**src/rtl/timer_cmd_tx.sv**
```systemverilog
// rtl/timer_cmd_tx.sv - host-side initiator for the serial timer-start protocol
//
// Accepts a 4-bit delay command, sends the start pattern 1101 followed by the
// delay (MSB first) on data, waits for the timer FSM's done and answers with
// a one-cycle ack, then reports the wait time on resp_cycles.
//
// Optional feature macro: TIMER_TX_TIMEOUT_EN (abort WAIT after TIMEOUT_CYCLES).
//
// Ports:
//   clk           in   1      clock, rising edge
//   areset_n      in   1      asynchronous active-low reset
//   cmd_valid     in   1      command request
//   cmd_delay     in   4      delay value to transmit
//   cmd_ready     out  1      high only in IDLE
//   data          out  1      registered serial line to the timer FSM
//   done          in   1      timer FSM done (sampled in WAIT only)
//   ack           out  1      registered one-cycle acknowledge
//   resp_valid    out  1      one-cycle pulse: command finished
//   resp_timeout  out  1      with resp_valid: command aborted by timeout
//   resp_cycles   out  CNT_W  WAIT cycles including the done cycle, saturating

module timer_cmd_tx #(
    parameter int GAP_CYCLES     = 2,
    parameter int CNT_W          = 16,
    parameter int TIMEOUT_CYCLES = 4096
) (
    input  logic             clk,
    input  logic             areset_n,
    input  logic             cmd_valid,
    input  logic [3:0]       cmd_delay,
    output logic             cmd_ready,
    output logic             data,
    input  logic             done,
    output logic             ack,
    output logic             resp_valid,
    output logic             resp_timeout,
    output logic [CNT_W-1:0] resp_cycles
);

    localparam int GAP_W = $clog2(GAP_CYCLES + 1);

    if (GAP_CYCLES < 1) begin : g_bad_gap
        $error("GAP_CYCLES must be at least 1");
    end
    if (TIMEOUT_CYCLES < 1) begin : g_bad_timeout
        $error("TIMEOUT_CYCLES must be at least 1");
    end

    typedef enum logic [2:0] {
        S_GAP,
        S_IDLE,
        S_PAT,
        S_DLY,
        S_WAIT,
        S_ACK
    } state_t;

    state_t             state_q, state_d;
    logic [GAP_W-1:0]   gap_q, gap_d;
    logic [1:0]         idx_q, idx_d;
    logic [7:0]         sh_q, sh_d;
    logic [CNT_W-1:0]   cnt_q, cnt_d;
    logic [CNT_W-1:0]   cnt_inc;
    logic               ack_q, ack_d;
    logic               rv_q, rv_d;
    logic               rt_q, rt_d;
    logic [CNT_W-1:0]   rc_q, rc_d;

    // The shift register's MSB is the serial line itself: zeros shift in
    // behind the 8 command bits, so sh_q is all-zero whenever no command is
    // being sent and data is low outside PAT/DLY without extra gating.
    assign data         = sh_q[7];
    assign cmd_ready    = (state_q == S_IDLE);
    assign ack          = ack_q;
    assign resp_valid   = rv_q;
    assign resp_timeout = rt_q;
    assign resp_cycles  = rc_q;

    assign cnt_inc = (cnt_q == {CNT_W{1'b1}}) ? cnt_q : cnt_q + CNT_W'(1);

    always_ff @(posedge clk or negedge areset_n) begin
        if (!areset_n) begin
            state_q <= S_GAP;
            gap_q   <= GAP_W'(GAP_CYCLES);
            idx_q   <= 2'd0;
            sh_q    <= 8'd0;
            cnt_q   <= '0;
            ack_q   <= 1'b0;
            rv_q    <= 1'b0;
            rt_q    <= 1'b0;
            rc_q    <= '0;
        end else begin
            state_q <= state_d;
            gap_q   <= gap_d;
            idx_q   <= idx_d;
            sh_q    <= sh_d;
            cnt_q   <= cnt_d;
            ack_q   <= ack_d;
            rv_q    <= rv_d;
            rt_q    <= rt_d;
            rc_q    <= rc_d;
        end
    end

    always_comb begin
        state_d = state_q;
        gap_d   = gap_q;
        idx_d   = idx_q;
        sh_d    = {sh_q[6:0], 1'b0};
        cnt_d   = cnt_q;
        ack_d   = 1'b0;
        rv_d    = 1'b0;
        rt_d    = rt_q;
        rc_d    = rc_q;
        case (state_q)
            S_GAP: begin
                if (gap_q <= GAP_W'(1)) begin
                    state_d = S_IDLE;
                end else begin
                    gap_d = gap_q - GAP_W'(1);
                end
            end
            S_IDLE: begin
                if (cmd_valid) begin
                    sh_d    = {4'b1101, cmd_delay};
                    cnt_d   = '0;
                    idx_d   = 2'd0;
                    state_d = S_PAT;
                end
            end
            S_PAT: begin
                idx_d = idx_q + 2'd1;
                if (idx_q == 2'd3) begin
                    state_d = S_DLY;
                end
            end
            S_DLY: begin
                idx_d = idx_q + 2'd1;
                if (idx_q == 2'd3) begin
                    state_d = S_WAIT;
                end
            end
            S_WAIT: begin
                cnt_d = cnt_inc;
                if (done) begin
                    state_d = S_ACK;
                    ack_d   = 1'b1;
                    rv_d    = 1'b1;
                    rt_d    = 1'b0;
                    rc_d    = cnt_inc;
                end
`ifdef TIMER_TX_TIMEOUT_EN
                // done on the limit cycle takes the normal ACK path above.
                else if (32'(cnt_inc) == 32'(TIMEOUT_CYCLES)) begin
                    state_d = S_GAP;
                    gap_d   = GAP_W'(GAP_CYCLES);
                    rv_d    = 1'b1;
                    rt_d    = 1'b1;
                    rc_d    = cnt_inc;
                end
`endif
            end
            S_ACK: begin
                state_d = S_GAP;
                gap_d   = GAP_W'(GAP_CYCLES);
            end
            default: begin
                state_d = S_GAP;
                gap_d   = GAP_W'(GAP_CYCLES);
            end
        endcase
    end

endmodule
```
**config.mk**
```make
export PLATFORM = sky130hd
export DESIGN_NAME = timer_cmd_tx
export DESIGN_NICKNAME = d
export VERILOG_FILES = /design/src/rtl/timer_cmd_tx.sv
export SDC_FILE = /design/constraint.sdc
export NUM_CORES = 1
export LEC_CHECK = 0
export CAP_MARGIN = 5
export CORE_MARGIN = 8
export CORE_UTILIZATION = 55
export CTS_CLUSTER_DIAMETER = 120
export CTS_CLUSTER_SIZE = 30
export DETAILED_ROUTE_END_ITERATION = 12
export PLACE_DENSITY = 0.78
export SYNTH_ARGS = -nofsm -noshare
export SYNTH_HDL_FRONTEND = slang
export SYNTH_SLANG_ARGS = --single-unit
```
**constraint.sdc**
```tcl
create_clock -name clk -period 4.5 [get_ports clk]
set_clock_uncertainty 0.1 [all_clocks]
set_input_delay 0.675 -clock clk [delete_from_list [all_inputs] [get_ports clk]]
set_output_delay 0.675 -clock clk [all_outputs]
set_load 0.05 [all_outputs]
```
**After elaboration in Yosys (flattened, before gate mapping)**

Index checks and enable logic that the tools add are counted.

- $add $sub $neg: 3
- Order comparisons: 1
- Equal/unequal tests: 12
- Multiplexer cells: 17
- Bitwise gates (word level): 1
- Reductions and logical operators: 10

Operator list:

| cell | count |
|---|---|
| 16-bit two-way mux | 2 |
| 16-bit one-hot mux with 2 select lines | 1 |
| 16-bit by 1-bit adder with 16-bit output, second input constant | 1 |
| 16-bit == test, second input constant | 1 |
| 8-bit two-way mux | 2 |
| 3-bit two-way mux | 5 |
| 3-bit one-hot mux with 5 select lines | 1 |
| 2-bit inequality test, second input constant | 6 |
| 2-bit one-hot mux with 2 select lines | 2 |
| 2-bit AND reduction | 4 |
| 3-bit by 2-bit == test with 1-bit output, second input constant | 2 |
| 5-bit AND reduction | 1 |
| 2-bit two-way mux | 2 |
| 2-bit nonzero test | 2 |
| 4-bit OR reduction | 1 |
| 3-bit by 1-bit == test with 1-bit output, second input constant | 1 |
| 3-bit == test, second input constant | 1 |
| 3-bit logical NOT | 1 |
| 2-bit by 1-bit adder with 2-bit output, second input constant | 1 |
| 2-bit == test, second input constant | 1 |
| 2-bit by 1-bit less-or-equal comparator with 1-bit output, second input constant | 1 |
| 1-bit two-way mux | 2 |
| 2-bit OR reduction | 1 |
| 2-bit by 1-bit subtractor with 2-bit output, second input constant | 1 |
| 1-bit inverter | 1 |

- Flip-flop bits (word level): 48
- Input port bits: 8
- Output and inout port bits: 21
- Logic and storage cells: 51

**Logic depth before layout (Yosys ltp)**

- Depth in word-level cells: 4
- Gate-level depth with buffers: 7
- Gate-level depth less buffers: 6

**Worst setup path before layout**

No wires, ideal clock.

- Path type: register -> output
- Start point: register state_q[2]
- End point: output cmd_ready
- Data arrival time: 1.343 ns
- Data required time: 3.725 ns
- Setup slack: 2.382 ns
- Cell stages (with the launch flop): 4
- Buffers on the path: 1
- Cells stage by stage: dfrtp_1 clkbuf_1 nand2b_1 nor2_1

- Cells in the longest elaborated chain, start to end: 1

RTL lines:

| what | RTL line | source |
|---|---|---|
| from (decl) | 58 | `state_t state_q, state_d;` |
| from (signal assigned) | 93 | `state_q <= state_d;` |
| 3-bit by 1-bit == test with 1-bit output | 73 | `assign cmd_ready = (state_q == S_IDLE);` |
| to (decl) | 31 | `output logic cmd_ready,` |

Every way passes these cells.

**Worst setup path in the final report**

Same ends and word-level chain as after synthesis.

==> run summary <==
Crit path largest cell delay: 0.82 ns
CP Class: reg2out
Area delta synth->final: 14.57%
Fill cells: 371
Max transition margin: 27.99%
Post-synth net total: 282
Count of cell types in the netlist: 49
CTS tree: built
Die ar.: 0.006995 mm2
Dpl hpwl: 3629 um
Synth top area cells: dfrtp_1, o21ai_0, a31oi_1
Die Span Y: 83.64 um
Clock network fraction of total power: 18.0%
P per Cell Area: 612.2 mW/mm2
Share of cells above drive strength 1: 9.091%
Number of I/O pins: 29
Cells along the critical path: nand2b_1 > nor2_1 > clkdlybuf4s50_1
Residual DRC: 0
Top-area cell type share of the netlist area: 46.74%
Sw Share: 42.26%
Port Buffers: 27
Status: completed
Initial Utilization: 57.39%
Register area share after synthesis: 47.79%
Largest fanout on the critical path: 11
Final Non-Filler Cells: 338
Combinational fraction of design power: 42.0%
Vias per inst: 6.033
Inst Count DP: 330
Worst slew pin tran: 1.071 ns
Post-CTS Setup Inserts: 0
Worst hold slack: 0.3410 ns
RePlAce Congestion: 0.8698
Reg clk slew, reported paths: 0.10 ns
Endpoints failing hold: 0
Syn. warnings: 0
Storage cell area: 0.001202 mm2
P_int: 1.019 mW
Crit path max-delay family: buffers and inverters
Max Freq: 368.8 MHz
Initial antenna violation count: 0
Max Root-Sink Buffers: 2
Final setup viols: 0
Final Max Slew Viols: 0
Root buffer cell: clkbuf_8
Routed wire length: 5349 um
Worst Path Required: 3.72 ns
Vias in the first global route: 1,951
CP max-delay cell: clkdlybuf4s50_1
Initial detailed-routing violation count: 162
Max-Cap Viols: 0
Fin crit period: 2.712 ns
Period Utilization, post-route: 60.26%
Largest net degree at the start of global routing: 49
Number of nets with antenna violations after routing: 0
Final core utilization: 65.75%
Worst skew pair latency: 0.31 ns
EDFF count, synth: 0
# rows: 24
Setup TNS: 0 ns
RSZ-0062 raised after global routing: no
Setup WS post-layout: 1.788 ns
Part of the power in registers: 40.0%
Syn avg cell area: 9.285 um2
Flops & latches, synth: 48
Routed len/inst: 15.83 um
Synth area leader: dfrtp_1
H-tree levels: 2
CTS-repair resized insts: 0
Final net count: 296
Tot GR Track Use: 15.77%
Die W: 83.64 um
Peak VDD IR: 0.4499 mV
CP arrival: 1.94 ns
Buffers & Inverters on Critical Path: 1
Min-delay worst type: reg2reg
Multi-input logic area: 0.001185 mm2
Leakage: 1.184 nW
Antenna cells: 0
First-pass GRT wire length: 9411 um
Grt ovf: 0
Core Region: 0.004384 mm2
FFs w/ async S/R, synth: 100.0%
Sw Pwr: 745.8 uW
Ys flop type: dfrtp_1
Cts-stage hold buffer count: 0
Drt first pass iters: 4
Worst setup EP type: output pin
Mapped Cells: 271
Post-Syn Area: 0.002516 mm2
Vias: 2,039
CP Launch Type: flop
Clock Sinks: 48
Worst slack, placed: 1.751 ns
Total CTS buffers: 5
## kinds of logic (layout without fill, tap and decap cells)
logic type,count (synthesis),after routing,synth area share [%]
simple gates,102,102,22.48
flops,48,48,47.79
fa+ha+maj,3,3,1.492
compound gates,78,78,19.54
xor+xnor,3,3,1.044
mux,5,5,2.138
buf+inv,31,46,5.370
other cells,1,1,0.1490
## sequential cells by signal, summed over array words and instances (netlist names)
name,count
idx_q,2
resp_valid,1
state_q,3
cnt_q,16
sh_q,8
resp_cycles,16
gap_q,2
## layout make-up
type / count / share of cell area, %
clock buffer: 5 / 2.387
clock inverter: 3 / 1.649
inverter: 9 / 1.172
multi-input combinational: 192 / 41.10
sequential: 48 / 41.71
tap: 52 / 2.257
timing repair buffer: 29 / 9.722
## synth_stat cells, types with 2 or more instances
library cell,number
a21o_1,2
a21oi_1,13
a22oi_1,3
a31oi_1,16
and2_1,2
and3_1,2
and4_1,4
buf_2,6
buf_4,3
clkbuf_1,13
dfrtp_1,47
ha_1,3
inv_1,9
mux2_2,3
mux2i_1,2
nand2_1,25
nand2b_1,3
nand3_1,9
nand4_1,6
nor2_1,19
nor2b_1,3
nor3_1,5
nor4_1,5
o211ai_1,5
o21ai_0,22
o31ai_1,5
or2_2,4
or3_1,4
or4_1,6
xnor2_1,3
## power groups by stage
stage | clock network, mW | logic, mW | registers (mW)
3_3_place_gp | 0 | 0.731 | 0.707
5_1_grt | 0.341 | 0.808 | 0.731
3_5_place_dp | 0 | 0.746 | 0.710
6_report | 0.318 | 0.740 | 0.706
4_1_cts | 0.327 | 0.749 | 0.703
2_1_floorplan | 0 | 0.338 | 0.887
## worst register-to-register path, delay by kind of cell (launching register included)
family	cells	cell delay, ns
and+or+nand+nor	2	1.29
AOI/OAI and AO/OA	2	0.43
DFF	1	0.45
adders and majority gates	1	0.26
## metal layers
metal / wire, um / track usage [%] / up-vias
met5: 0 / 0 / -
met4: 68 / 5.338 / 0
met3: 234 / 3.906 / 7
met2: 2488 / 24.49 / 50
met1: 2557 / 20.77 / 964
li1: - / - / 1018
## worst paths after layout
path,startpoint,endpoint,slack (ns),cells past startpoint
worst max-delay path,state_q[2],cmd_ready,1.79,3
worst min-delay path,sh_q[3],sh_q[4],0.34,1
worst max register to register,cnt_q[0],resp_cycles[5],1.90,5
worst min register to register,sh_q[3],sh_q[4],0.34,1
max in group asynchronous,areset_n,cnt_q[12],3.22,1
min in group asynchronous,areset_n,gap_q[0],0.44,1
## layout by cell type, fill, tap and decap left out, types with 2 or more instances in the layout
cell,instances
or2_2,4
inv_1,9
ha_1,3
clkinv_4,2
a21o_1,2
nand3_1,9
nand2b_1,3
nor2_1,19
and4_1,4
nand4_1,6
nor2b_1,3
clkdlybuf4s50_1,26
nor3_1,5
nand2_1,25
clkbuf_8,5
mux2_2,3
a22oi_1,3
o21ai_0,22
nor4_1,5
and2_1,2
xnor2_1,3
a21oi_1,13
a31oi_1,16
buf_4,2
mux2i_1,2
or3_1,4
and3_1,2
o211ai_1,5
o31ai_1,5
dfrtp_1,47
or4_1,6
## per-stage QoR
stage	power, mW	cell area [um2]
after floorplan	1.226	2516
after global placement	1.438	2766
after detailed placement	1.456	2766
after CTS	1.780	2883
after global routing	1.880	2883
final	1.765	2883
Note: power is estimated with default switching activity, not from simulation.
